[config.mk]
export PLATFORM = sky130hd
export DESIGN_NAME = pipe_hazard_ctrl
export DESIGN_NICKNAME = d
export VERILOG_FILES = /design/src/rtl/pipe_hazard_ctrl.sv
export SDC_FILE = /design/constraint.sdc
export NUM_CORES = 1
export LEC_CHECK = 0
export ABC_AREA = 1
export ABC_CLOCK_PERIOD_IN_PS = 2300
export BUFFER_PORTS_ARGS = -buffer_cell sky130_fd_sc_hd__buf_4
export CAP_MARGIN = 30
export CORE_ASPECT_RATIO = 0.5
export CORE_MARGIN = 2
export CORE_UTILIZATION = 43
export DETAILED_ROUTE_END_ITERATION = 8
export PLACE_DENSITY_LB_ADDON = 0.05
export SLEW_MARGIN = 0
export SYNTH_ARGS = -nofsm -noshare
export SYNTH_HDL_FRONTEND = slang
export SYNTH_SLANG_ARGS = --single-unit
[constraint.sdc]
create_clock -name clk -period 2.3 [get_ports clk]
set_clock_uncertainty 0.05 [all_clocks]
set_input_delay 0.46 -clock clk [delete_from_list [all_inputs] [get_ports clk]]
set_output_delay 0.46 -clock clk [all_outputs]
set_load 0.02 [all_outputs]
[src/rtl/pipe_hazard_ctrl.sv]
// Pipeline stall/flush, hazard and exception-sequencing controller for the 4-stage core.
// Optional performance counters are enabled by defining PIPE_PERF_CNT_EN.
module pipe_hazard_ctrl #(
    parameter int               ADDR_W     = 30,
    parameter int               REG_W      = 5,
    parameter int               EXP_W      = 3,
    parameter logic [ADDR_W-1:0] EXC_VECTOR = 30'h0000_0010
) (
    input  logic              clk,
    input  logic              reset,
    input  logic              if_busy,
    input  logic              mem_busy,
    input  logic [REG_W-1:0]  id_src0_addr,
    input  logic [REG_W-1:0]  id_src1_addr,
    input  logic [1:0]        id_src_use,
    input  logic              id_br_taken,
    input  logic              ex_en,
    input  logic              ex_is_load,
    input  logic              ex_gpr_we_,
    input  logic [REG_W-1:0]  ex_dst_addr,
    input  logic              mem_en,
    input  logic [ADDR_W-1:0] mem_pc,
    input  logic [EXP_W-1:0]  mem_exp_code,
    input  logic              mem_eret,
    output logic              if_stall,
    output logic              id_stall,
    output logic              ex_stall,
    output logic              mem_stall,
    output logic              if_flush,
    output logic              id_flush,
    output logic              ex_flush,
    output logic              mem_flush,
    output logic [ADDR_W-1:0] new_pc,
    output logic              new_pc_vld,
    output logic [ADDR_W-1:0] epc,
    output logic [EXP_W-1:0]  exp_cause,
    output logic              in_handler
`ifdef PIPE_PERF_CNT_EN
    ,
    output logic [31:0]       stall_cnt,
    output logic [31:0]       flush_cnt
`endif
);

    localparam logic [0:0] RUN      = 1'b0;
    localparam logic [0:0] REDIRECT = 1'b1;

    logic [0:0] state;
    logic [0:0] state_nxt;
    logic       to_vec;
    logic       gs;
    logic       lu;
    logic       exc;
    logic       eret;
    logic       run_ok;

    assign gs     = if_busy | mem_busy;
    assign exc    = mem_en & (mem_exp_code != '0);
    assign eret   = mem_en & mem_eret & ~exc;
    assign run_ok = (state == RUN) & ~gs;

    assign lu = ex_en & ex_is_load & ~ex_gpr_we_ & (ex_dst_addr != '0) &
                ((id_src_use[0] & (id_src0_addr == ex_dst_addr)) |
                 (id_src_use[1] & (id_src1_addr == ex_dst_addr)));

    always_comb begin
        if_stall   = 1'b0;
        id_stall   = 1'b0;
        ex_stall   = 1'b0;
        mem_stall  = 1'b0;
        if_flush   = 1'b0;
        id_flush   = 1'b0;
        ex_flush   = 1'b0;
        mem_flush  = 1'b0;
        new_pc_vld = 1'b0;
        state_nxt  = state;
        if (gs) begin
            if_stall  = 1'b1;
            id_stall  = 1'b1;
            ex_stall  = 1'b1;
            mem_stall = 1'b1;
        end else if (state == REDIRECT) begin
            new_pc_vld = 1'b1;
            if_flush   = 1'b1;
            state_nxt  = RUN;
        end else if (exc | eret) begin
            if_flush  = 1'b1;
            id_flush  = 1'b1;
            ex_flush  = 1'b1;
            mem_flush = 1'b1;
            state_nxt = REDIRECT;
        end else if (lu) begin
            // hold IF/ID and push a bubble into EX
            if_stall = 1'b1;
            id_stall = 1'b1;
            id_flush = 1'b1;
        end else if (id_br_taken) begin
            if_flush = 1'b1;
        end
    end

    always_comb begin
        new_pc = '0;
        if (state == REDIRECT) begin
            new_pc = to_vec ? EXC_VECTOR : epc;
        end
    end

    always_ff @(posedge clk) begin
        if (reset) begin
            state      <= RUN;
            to_vec     <= 1'b0;
            epc        <= '0;
            exp_cause  <= '0;
            in_handler <= 1'b0;
        end else begin
            state <= state_nxt;
            if (run_ok & exc) begin
                epc        <= mem_pc;
                exp_cause  <= mem_exp_code;
                in_handler <= 1'b1;
                to_vec     <= 1'b1;
            end else if (run_ok & eret) begin
                in_handler <= 1'b0;
                to_vec     <= 1'b0;
            end
        end
    end

`ifdef PIPE_PERF_CNT_EN
    logic flush_ev;

    assign flush_ev = run_ok & (exc | eret | (~lu & id_br_taken));

    always_ff @(posedge clk) begin
        if (reset) begin
            stall_cnt <= '0;
            flush_cnt <= '0;
        end else begin
            if (gs | lu) begin
                stall_cnt <= stall_cnt + 32'd1;
            end
            if (flush_ev) begin
                flush_cnt <= flush_cnt + 32'd1;
            end
        end
    end
`endif

endmodule

# ---- Word level (Yosys, flattened, before mapping)
# Index checks and enable logic that the tools add are counted.
dict set report totals {
  register_bits 35
}
dict set report op_classes {
  reduce_logical 3
  bitwise_logic 19
  n_eq_ne 2
  n_mux 22
}
# cell count
set op_table {}
lappend op_table {{30-bit 2-to-1 mux} 2}
lappend op_table {{1-bit 2-to-1 mux} 20}
lappend op_table {{1-bit bitwise AND} 12}
lappend op_table {{5-bit == test} 2}
lappend op_table {{5-bit nonzero test} 1}
lappend op_table {{1-bit inverter} 4}
lappend op_table {{1-bit OR} 3}
lappend op_table {{3-bit nonzero test} 1}
lappend op_table {{2-bit nonzero test} 1}

# ---- Longest topological paths before layout
# Gate-level depths: netlist (run 1).
dict set report logic_depth {
  depth_word 8
  ltp_mapped 9
  depth_no_buf 9
}

# ---- Worst setup path after synthesis (run 1)
# No wires, ideal clock.
dict set report synth_timing {
  kind {input to output}
  from {input port ex_dst_addr[3]}
  to {output port if_flush}
  arrival_ps 1388
  path_buffers 0
  slack_ps 402
  cell_stages 7
  path_cell_list {inv_1 -> nand4_1 -> o21ai_0 -> inv_1 -> nand3_1 -> nand2_1 -> nor2_1}
}
dict set report synth_via {
  elab_chain_len 8
  elab_cells_between_ends 12
  classes_between {eq/ne (2); mux (4); bitwise (5); reduce/logical (1)}
}
# element line
set synth_rtl {}
lappend synth_rtl {{start, declared} 20} ;# input logic [REG_W-1:0] ex_dst_addr,
lappend synth_rtl {{5-bit == test (on tied branches)} {63, 64}}
lappend synth_rtl {{1-bit bitwise AND (on tied branches)} {63, 64}}
lappend synth_rtl {{1-bit OR} 63} ;# ((id_src_use[0] & (id_src0_addr == ex_dst_addr)) |
lappend synth_rtl {{1-bit bitwise AND *} 62} ;# assign lu = ex_en & ex_is_load & ~ex_gpr_we_ & (ex_dst_addr != '0) &
lappend synth_rtl {{1-bit 2-to-1 mux *} 92} ;# end else if (lu) begin
lappend synth_rtl {{1-bit 2-to-1 mux *} 86} ;# end else if (exc | eret) begin
lappend synth_rtl {{1-bit 2-to-1 mux *} 82} ;# end else if (state == REDIRECT) begin
lappend synth_rtl {{1-bit 2-to-1 mux *} 77} ;# if (gs) begin
lappend synth_rtl {{end, declared} 29} ;# output logic if_flush,
# Every way passes the cells marked *; elsewhere a longest branch is shown, timed or not.

# ---- Final worst setup path (run 1)
dict set report layout_timing {
  from {input port mem_exp_code[0]}
  to {output port if_flush}
}
dict set report layout_via {
  elab_chain_len 8
}
# element line
set layout_rtl {}
lappend layout_rtl {{start, declared} 23} ;# input logic [EXP_W-1:0] mem_exp_code,
lappend layout_rtl {{3-bit nonzero test *} 58} ;# assign exc = mem_en & (mem_exp_code != '0);
lappend layout_rtl {{1-bit bitwise AND *} 58}
lappend layout_rtl {{1-bit inverter} 59} ;# assign eret = mem_en & mem_eret & ~exc;
lappend layout_rtl {{1-bit bitwise AND} 59}
lappend layout_rtl {{1-bit OR *} 86}
lappend layout_rtl {{1-bit 2-to-1 mux *} 86}
lappend layout_rtl {{1-bit 2-to-1 mux *} 82}
lappend layout_rtl {{1-bit 2-to-1 mux *} 77}
# Marked as above.

==> results of run 1 <==
[through the flow]
stage | hold slack (ns) | area, um2 | power (mW) | std cells | setup slack (ns)
2_1_floorplan | 0.4278 | 1815 | 0.8469 | 263 | 0.4023
3_3_place_gp | 0.4023 | 2803 | 1.003 | 440 | 0.3426
3_5_place_dp | 0.4101 | 2803 | 1.012 | 440 | 0.2970
4_1_cts | 0.3130 | 2905 | 1.546 | 447 | 0.2895
5_1_grt | 0.3160 | 2905 | 1.607 | 447 | 0.1449
6_report | 0.3217 | 2905 | 1.527 | 447 | 0.2899
[final cells by class]
class	instances	area share, %
clock buffer	6	2.498
clock inverter	1	1.034
inverter	50	6.460
multi-input combinational	163	27.48
sequential	35	24.12
tap	54	2.326
timing repair buffer	138	36.09
[worst max-delay path, stage by stage]
cell and delay (ns):
buf_4 0.11, nor2_1 0.11, nand2_1 0.12, o21a_1 0.22, nor2_1 0.09, nand3_1 0.08, nand2_1 0.10, nor2_1 0.05
buf_4 0.15
[logic make-up (layout without fill, tap and decap cells)]
group,Yosys count,count (layout),synth area share [%]
AOI/OAI and AO/OA,66,66,20.61
buffers and inverters,65,195,17.44
DFF,35,35,38.59
and+or+nand+nor,97,97,23.36
[layer usage]
layer | routed length (um) | up-vias | share of wire, % | track usage [%]
li1 | - | 1064 | - | -
met1 | 1970 | 867 | 40 | 23.08
met2 | 2367 | 88 | 48 | 36.48
met3 | 596 | 4 | 12 | 9.327
met4 | 25 | 0 | 0.50 | 4.762
met5 | 0 | - | 0 | 0
[flip-flops by register name, summed over array words and instances, names as in the netlist]
name	cells
epc	30
exp_cause	3
state	1
to_vec	1
[final timing paths]
path | startpoint | slack [ns] | depth (start not counted) | endpoint
worst max register to register | state$_SDFFE_PP0N_ | 0.94 | 7 | epc[29]$_SDFFE_PP0P_
worst min-delay path | reset | 0.32 | 2 | exp_cause[0]$_SDFFE_PP0P_
worst max-delay path | mem_exp_code[0] | 0.29 | 9 | if_flush
worst min register to register | epc[0]$_SDFFE_PP0P_ | 0.42 | 2 | epc[0]$_SDFFE_PP0P_
[cell usage after synthesis (all sizes together)]
library cell,number
o21a,1
inv,50
nand3,5
nor3,1
a21oi,32
dfxtp,35
a211oi,1
nand4,1
nor2,50
clkbuf,3
nand2,39
buf,12
o21ai,32
or2,1
[power by group through the flow]
stage / Clock, mW / Combinational [mW] / Sequential (mW)
final: 0.531 / 0.342 / 0.653
after floorplan: 0 / 0.144 / 0.703
after global routing: 0.573 / 0.377 / 0.657
after global placement: 0 / 0.337 / 0.666
after detailed placement: 0 / 0.345 / 0.667
after CTS: 0.547 / 0.346 / 0.653
==> summary.md, run 1 <==
| Metric | Value |
|---|---|
| WL/cell | `11.10 um` |
| Hold buffers post-CTS | `0` |
| Layout cells sized above 1 | `43.26%` |
| Mapped cell area | `1815 um2` |
| H-tree Lvls | `2` |
| Worst Tran Pin Value | `0.4760 ns` |
| Pin count of the biggest net entering global routing | `33` |
| First-pass GRT wire length | `7.755 mm` |
| Post-synthesis register bit count | `35` |
| Root buf cell | `clkbuf_8` |
| GRT Residual Overflow | `0` |
| TritonCTS clock tree | `built` |
| I/O Buffers | `roughly 130` |
| ANT nets after route | `0` |
| DRC Markers | `0` |
| Final min period | `roughly 2 ns` |
| Seq pwr share | `42.8%` |
| Run status | `complete, no violations` |
| Clk pwr share | `34.8%` |
| DR vias | `~2000` |
| RSZ-0062 raised after global routing | `no` |
| Max-slew violations | `0` |
| Finish-stage setup viols | `0` |
| FMAX | `slightly below 500 MHz` |
| Number of global-route vias before repair | `1808` |
| Setup total negative slack | `0 ns` |
| Worst setup EP type | `output pin` |
| Initial core utilization | `45.57%` |
| CTS Buf Count | `5` |
| Antenna diodes | `0` |
| CTS resizes | `0` |
| Max-cap check violation count | `0` |
| Combinational power share | `22.4%` |
| Yosys top cell by area | `dfxtp_1` |
| Drt first pass iters | `4` |
| Peak VDD IR | `0.0003082 V` |
| PwrDens | `525.5 nW/um2` |
| Clk_lat worst skew | `0.28 ns` |
| Clock Sinks | `35` |
| Avg Vias per Cell | `4.526` |
| Sw frac | `26.84%` |
| Setup CP Type | `primary input to output pin` |
| Hold Fails Final Rpt | `0` |
| CP startpoint kind | `primary input` |
| Leak | `1.453 nW` |
| Filler instances | `338` |
| Core Rows | `16` |
| Post-DP HPWL | `a little under 4 mm` |
| Die width | `approximately 96 um` |
| Commonest non-fill, non-tap cell in the layout | `buf_4` |
| GRT Overall Usage | `20.77%` |
| Core Footprint | `3984 um2` |
| Post-synthesis cell count | `263` |
| Yosys Warn Count | `0` |
| Setup Buffers After CTS | `0` |
| Final core occ | `72.93%` |
| Slew headroom | `68.23%` |
| Longest Clk Path Bufs | `2` |
| Nets | `453` |
| Total wire length | `4.960 mm` |
| Commonest cells after routing, fill and taps aside | `137 x buf_4, 47 x inv_1, 39 x nor2_1` |
| Multi-input logic area | `798.3 um2` |
| Die area | `4789 um2` |
| Hold WC Path Type | `primary input to flip-flop` |
| Dominant cells by area after synthesis | `dfxtp_1 39%, inv_1 9.7%, nor2_1 8.1%, nand2_1 7.9%, a21oi_1 7.4%` |
| Max Fanout on Critical Path | `3` |
| Post-synth top area share | `38.59%` |
| Initial DRC count | `70` |
| Syn Area/Cell | `6.903 um2` |
| Count of cell types in the netlist | `24` |
| DIE HEIGHT | `49.95 um` |
| Top Ports | `133` |
| Register area | `between 700 and 800 um2` |
| CP Data Required Time | `1.79 ns` |
| Register area share after synthesis | `38.59%` |
| P_sw | `409.8 uW` |
| GP Congestion | `0.7851` |
| Period utilisation layout | `87.39%` |
| WP data arrival | `1.50 ns` |
| Area Overhead vs Synth | `60.03%` |
| Internal | `1.117 mW` |
| Clock transition at path regs | `approximately 0.070 ns` |
| Initial antenna violation count | `0` |
| Mapped Nets | `roughly 320` |
(Power assumes the default switching activity.)
==> run 2: changes to the inputs <==
Settings changed: CORE_ASPECT_RATIO 0.5 to 0.9.
==> run 2 against run 1 <==
  * Final cell count shrank 1.6%
  * Die area decreased by 0.64%
  * Total power fell by 3.4%
  * Via count fell by 2.1%
  * Fmax fell by 0.83%
  * Utilization is 1.9 points lower
  * Routed wire length decreased by 4.3%
  * First-iteration DRC count fell by 30%
  * Count of clock-buffer cells in the layout increased by 2
  * Register-to-register slack got worse by 0.16 ns
  * Critical path type is now flip-flop to output pin
  * Critical endpoint is now new_pc[1]
==> summary.md, run 2 (synthesis results as in run 1) <==
| Metric | Value |
|---|---|
| Register area | `700.7 um2 (unchanged)` |
| Total wire length | `4.748 mm (-4.3%)` |
| Die area | `4759 um2 (-0.64%)` |
| Slew headroom | `74.12% (+5.9 points)` |
| Initial core utilization | `44.56% (-1.0 points)` |
| Clock Sinks | `35 (unchanged)` |
| Number of global-route vias before repair | `1805 (-0.17%)` |
| Commonest non-fill, non-tap cell in the layout | `buf_4` |
| CP startpoint | `state$_SDFFE_PP0N_` |
| Nets | `451 (-0.44%)` |
| Initial DRC count | `49 (-30%)` |
| DR vias | `1980 (-2.1%)` |
| Avg Vias per Cell | `4.500 (-0.57%)` |
| Max-slew violations | `0 (unchanged)` |
| RSZ-0062 raised after global routing | `no` |
| Most used cell, CP | `buf_4` |
| Final min period | `2.027 ns (+0.01682 ns)` |
| Setup CP Type | `flip-flop to output pin` |
| PwrDens | `509.6 nW/um2 (-3.0%)` |
| Min-delay src | `reset` |
| H-tree Lvls | `2 (unchanged)` |
| Reg2reg start | `state$_SDFFE_PP0N_` |
| Drt first pass iters | `4 (unchanged)` |
| Hold Fails Final Rpt | `0 (unchanged)` |
| Layout cells sized above 1 | `43.11% (-0.14 points)` |
| Core Footprint | `4074 um2 (+2.3%)` |
| CP Data Required Time | `1.79 ns (about the same)` |
| GRT Overall Usage | `20.34% (-0.43 points)` |
| Hold buffers post-CTS | `0 (unchanged)` |
| Largest regs | `epc (30), exp_cause (3)` |
| Worst Tran Pin Value | `0.3881 ns (-0.08785 ns)` |
| Buf+Inv Stages, Crit Path | `3 (+1)` |
| Largest Register | `epc` |
| Top Ports | `133 (unchanged)` |
| Finish-stage setup viols | `0 (unchanged)` |
| Crit path largest cell delay | `0.40 ns (+0.18 ns)` |
| Final core occ | `71.01% (-1.9 points)` |
| Core Rows | `22 (+6)` |
| Leak | `1.449 nW (-0.29%)` |
| Worst-path cell chain | `inv_2, or2_1, buf_4, nor2_1, buf_4` |
| Worst setup EP type | `output pin` |
| CTS resizes | `0 (unchanged)` |
| I/O Buffers | `132 (unchanged)` |
| Initial antenna violation count | `0 (unchanged)` |
| Longest Clk Path Bufs | `2 (unchanged)` |
| Largest register FFs | `30 (unchanged)` |
| Filler instances | `368 (+8.9%)` |
| Crit path max-delay cell type | `dfxtp_1` |
| Max-cap check violation count | `0 (unchanged)` |
| Clock transition at path regs | `0.07 ns (about the same)` |
| Commonest cells after routing, fill and taps aside | `134 x buf_4, 47 x inv_1, 39 x nor2_1` |
| Setup total negative slack | `0 ns (unchanged)` |
| WP data arrival | `1.52 ns (+0.02 ns)` |
| Final hold slack | `0.3291 ns (+0.007424 ns)` |
| Period utilisation layout | `88.13% (+0.73 points)` |
| Max Fanout on Critical Path | `29 (+26)` |
| CTS Buf Count | `5 (unchanged)` |
| FMAX | `493.4 MHz (-0.83%)` |
| Clk_lat worst skew | `0.27 ns (about the same)` |
| ANT nets after route | `0 (unchanged)` |
| WL/cell | `10.79 um (-2.8%)` |
| Dominant delay contributor by cell family on the critical path | `buffers and inverters` |
| Area after DPL | `2793 um2 (-0.36%)` |
| Run status | `complete, no violations` |
| CP startpoint kind | `flip-flop` |
| First-pass GRT wire length | `7.707 mm (-0.62%)` |
| Root buf cell | `clkbuf_8` |
| GRT Residual Overflow | `0 (unchanged)` |
| Antenna diodes | `0 (unchanged)` |
| Setup Buffers After CTS | `0 (unchanged)` |
| DIE HEIGHT | `65.65 um (+31%)` |
| Peak VDD IR | `0.0004027 V (+31%)` |
| DRC Markers | `0 (unchanged)` |
| Die width | `72.49 um (-24%)` |
| Multi-input logic area | `798.3 um2 (unchanged)` |
| TritonCTS clock tree | `built` |
| Pin count of the biggest net entering global routing | `31 (-6.1%)` |
| Design area | `2893 um2 (-0.43%)` |
| Post-DP HPWL | `3.739 mm (-5.9%)` |
| Area Overhead vs Synth | `59.34%` |
| Hold WC Path Type | `primary input to flip-flop` |
| GP Congestion | `0.8315 (+5.9%)` |
[run 2: worst paths after layout]
path,to,slack [ns],depth (start not counted)
setup / recovery,new_pc[1],0.27,5
hold / removal,to_vec$_SDFFE_PP0P_,0.33,2
setup reg to reg,epc[11]$_SDFFE_PP0P_,0.78,7
hold reg to reg,epc[7]$_SDFFE_PP0P_,0.42,2
[run 2: metal layers]
metal  track usage (%)  vias to the layer above  wire length [um]
met5                 0                        -                 0
met1             23.40                      846              2015
li1                  -                     1065                 -
met4             6.250                        0                27
met2             36.24                       67              2295
met3             5.982                        2               409
[run 2: cell type report]
cell class | instances | share of cell area [%]
clock buffer | 8 | 3.460
timing repair buffer | 136 | 36.16
multi-input combinational | 163 | 27.60
sequential | 35 | 24.22
tap | 48 | 2.076
inverter | 50 | 6.488
[run 2: worst register-to-register path, delay by kind of cell, from the launching register on]
family	cells	cell delay, ns
AOI/OAI and AO/OA	2	0.19
DFF	1	0.35
buffers and inverters	3	0.46
and+or+nand+nor	2	0.36
[run 2: stage by stage]
| stage | setup slack, ns | cells | total power, mW |
|---|---|---|---|
| floorplan | 0.4023 | 263 | 0.8469 |
| global placement | 0.3133 | 432 | 1.004 |
| detailed placement | 0.3029 | 432 | 1.009 |
| CTS | 0.2501 | 440 | 1.491 |
| global route | 0.1649 | 440 | 1.548 |
| finish | 0.2731 | 440 | 1.474 |
[run 2: report_power, final]
part           switching, mW  internal [mW]  total, mW
registers             0.0164          0.637      0.654
clock network          0.207          0.273      0.480
logic                  0.178          0.162      0.340
total                  0.401           1.07       1.47
==> run 3: changes to the inputs <==
Settings changed: ABC_AREA 1 to unset, CELL_PAD_IN_SITES_DETAIL_PLACEMENT set to 1, CELL_PAD_IN_SITES_GLOBAL_PLACEMENT set to 2, CORE_UTILIZATION 43 to 20.
==> run 3 against run 2 <==
  * Count of clock-buffer cells in the layout fell by 2
  * Non-clock buffer count grew 2
  * Routed wire length grew 27%
  * First-iteration DRC count decreased by 31%
  * Register-to-register slack got worse by 0.18 ns
  * Synthesized cell count down 17%
  * Die area grew 91%
  * Setup slack got worse by 0.21 ns
  * Largest cell class unchanged
  * Largest power group unchanged
  * Highest routed layer unchanged
  * Hold slack better by 0.041 ns
  * Flip-flop and latch count stayed put
==> summary.md, run 3 <==
| Metric | Value |
|---|---|
| Run status | `complete, no violations` |
| Count leader, synth | `nand2_1` |
| Hold buffers post-CTS | `0 (unchanged)` |
| DIE HEIGHT | `90.64 um (+38%)` |
| Crit path max-delay cell type | `o41a_1` |
| Avg Vias per Cell | `4.269 (-5.1%)` |
| GRT Residual Overflow | `0 (unchanged)` |
| Clk pwr share | `32.0% (-0.6 points)` |
| Die area | `9087 um2 (+91%)` |
| Combinational power share | `20.2% (-2.9 points)` |
| CTS resizes | `0 (unchanged)` |
| Core Rows | `31 (+41%)` |
| Seq pwr share | `47.8% (+3.5 points)` |
| GP Congestion | `0.6999 (-16%)` |
| Syn Area/Cell | `7.686 um2 (+11%)` |
| WL/cell | `13.47 um (+25%)` |
| I/O Buffers | `132 (unchanged)` |
| Dominant cells by area after synthesis | `dfxtp_1 42%, nand2_1 14%, and2_1 11%, a21oi_1 9.9%, xor2_1 4.2%` |
| Layout cells sized above 1 | `43.80% (+0.69 points)` |
| Hold Fails Final Rpt | `0 (unchanged)` |
| GRT Overall Usage | `13.33% (-7.0 points)` |
| DP Worst Slack | `0.04670 ns (-0.2562 ns)` |
| ANT nets after route | `0 (unchanged)` |
| Worst Tran Pin Value | `0.4283 ns (+0.04017 ns)` |
| Clock Sinks | `35 (unchanged)` |
| First-pass GRT wire length | `9.694 mm (+26%)` |
| Leak | `1.319 nW (-8.9%)` |
| PwrDens | `467.2 nW/um2 (-8.3%)` |
| H-tree Lvls | `2 (unchanged)` |
| Finish-stage setup viols | `0 (unchanged)` |
| RSZ-0062 raised after global routing | `no` |
| Register area | `700.7 um2 (unchanged)` |
| Register area share after synthesis | `42.01% (+3.4 points)` |
| Number of global-route vias before repair | `1955 (+8.3%)` |
| Number of flops mapped to enable cells by yosys | `0 (unchanged)` |
| Antenna diodes | `0 (unchanged)` |
| Commonest cells after routing, fill and taps aside | `136 x buf_4, 63 x nand2_1, 35 x dfxtp_1` |
| Yosys top cell by area | `dfxtp_1` |
| Initial antenna violation count | `0 (unchanged)` |
| CTS Buf Count | `5 (unchanged)` |
| Final min period | `2.242 ns (+0.2149 ns)` |
| Post-synth top area share | `42.01% (+3.4 points)` |
| Hold WC Path Type | `primary input to flip-flop` |
| Clock transition at path regs | `0.07 ns (about the same)` |
| Initial DRC count | `34 (-31%)` |
| CP startpoint kind | `primary input` |
| DRC Markers | `0 (unchanged)` |
| Final hold slack | `0.3704 ns (+0.04128 ns)` |
| Max-slew violations | `0 (unchanged)` |
| Pin count of the biggest net entering global routing | `36 (+16%)` |
| Largest register FFs | `30 (unchanged)` |
| Setup ws final | `0.05820 ns (-0.2149 ns)` |
| Count of cell types in the netlist | `29 (+21%)` |
| Post-synthesis cell count | `217 (-17%)` |
| Worst-path cell chain | `buf_4, o41a_1, or2_0, nand2b_4, o21ba_2, buf_4` |
| Crit path largest cell delay | `0.43 ns (+0.03 ns)` |
| Period utilisation layout | `97.47% (+9.3 points)` |
| Clk_lat worst skew | `0.27 ns (about the same)` |
| Filler instances | `1012 (+180%)` |
| Root buf cell | `clkbuf_8` |
| Longest Clk Path Bufs | `2 (unchanged)` |
| Total power draw | `1.344 mW (-8.8%)` |
| Setup total negative slack | `0 ns (unchanged)` |
| Final core occ | `35.65% (-35 points)` |
| Worst setup EP type | `output pin` |
| Main flop type after synthesis | `dfxtp_1` |
| Initial core utilization | `20.67% (-24 points)` |
| Die width | `100.3 um (+38%)` |
| Top Ports | `133 (unchanged)` |
| Most used cell, CP | `buf_4` |
| Largest regs | `epc (30), exp_cause (3)` |
| Post-DP HPWL | `4.662 mm (+25%)` |
| Mapped cell area | `1668 um2 (-8.1%)` |
| Yosys Warn Count | `0 (unchanged)` |
| CP Data Required Time | `1.79 ns (about the same)` |
| Synth async-reset ratio | `0% (unchanged)` |
| Sw frac | `27.17% (-0.068 points)` |
| Mapped Nets | `277 (-14%)` |
| DR vias | `1904 (-3.8%)` |
| WP data arrival | `1.73 ns (+0.21 ns)` |
| Internal | `978.9 uW (-8.7%)` |
| Max Fanout on Critical Path | `2 (-93%)` |
| Total wire length | `6.009 mm (+27%)` |
| TritonCTS clock tree | `built` |
| Setup Buffers After CTS | `0 (unchanged)` |
| Area Overhead vs Synth | `72.47%` |
| Max-cap check violation count | `0 (unchanged)` |
| Post-synthesis register bit count | `35 (unchanged)` |
| Peak VDD IR | `0.0001506 V (-63%)` |
| Multi-input logic area | `898.4 um2 (+13%)` |
| Largest Register | `epc` |
| FMAX | `446.1 MHz (-9.6%)` |
| Commonest non-fill, non-tap cell in the layout | `buf_4` |
| Core Footprint | `8068 um2 (+98%)` |
| Drt first pass iters | `4 (unchanged)` |
| Commonest cells post-synth | `63 x nand2_1, 35 x dfxtp_1, 33 x a21oi_1, 30 x and2_1` |
| Nets | `406 (-10%)` |
| P_sw | `365.1 uW (-9.1%)` |
| Slew headroom | `71.33% (-2.8 points)` |
| Setup CP Type | `primary input to output pin` |
==> run 3: power groups by stage <==
stage	Clock [mW]	Combinational (mW)	Sequential [mW]
2_1_floorplan	0	0.0947	0.676
3_3_place_gp	0	0.273	0.656
3_5_place_dp	0	0.276	0.657
4_1_cts	0.459	0.277	0.643
5_1_grt	0.486	0.299	0.646
6_report	0.430	0.272	0.642
==> run 3: per-layer routing <==
layer | up-vias | global-route usage [%] | routed length [um]
met5 | - | 0 | 0
li1 | 954 | - | -
met4 | 0 | 3.767 | 46
met2 | 83 | 23.04 | 2826
met1 | 865 | 15.77 | 2541
met3 | 2 | 4.102 | 594
==> run 3: final cells by class <==
type	count	share of cell area, %
clock buffer	6	2.523
sequential	35	24.36
inverter	2	0.2610
clock inverter	2	0.4350
multi-input combinational	164	31.23
tap	99	4.306
timing repair buffer	138	36.89
==> run 3: per-stage QoR <==
step | instances | cell area (um2)
floorplan | 217 | 1672
CTS | 446 | 2869
global route | 446 | 2877
finish | 446 | 2877
detailed placement | 438 | 2784
global placement | 438 | 2784
==> run 3: final timing paths <==
check / slack [ns] / cells after the start / startpoint / endpoint
worst max register to register: 0.60 / 5 / state$_SDFFE_PP0N_ / epc[13]$_SDFFE_PP0P_
worst min register to register: 0.42 / 2 / epc[7]$_SDFFE_PP0P_ / epc[7]$_SDFFE_PP0P_
worst max-delay path: 0.06 / 6 / mem_exp_code[0] / if_flush
worst min-delay path: 0.37 / 3 / mem_pc[16] / epc[16]$_SDFFE_PP0P_
==> run 3: worst max-delay path: cells and delay by family <==
kind	cells	cell delay [ns]
buffers and inverters	2	0.26
and+or+nand+nor	2	0.38
AOI/OAI and AO/OA	2	0.62
==> run 3: logic make-up (layout without fill, tap and decap cells) <==
group	count (synthesis)	in the layout	synth area share, %
simple gates	109	109	31.51
buf+inv	18	148	5.476
xor+xnor	10	10	5.252
compound gates	45	45	15.75
flops	35	35	42.01
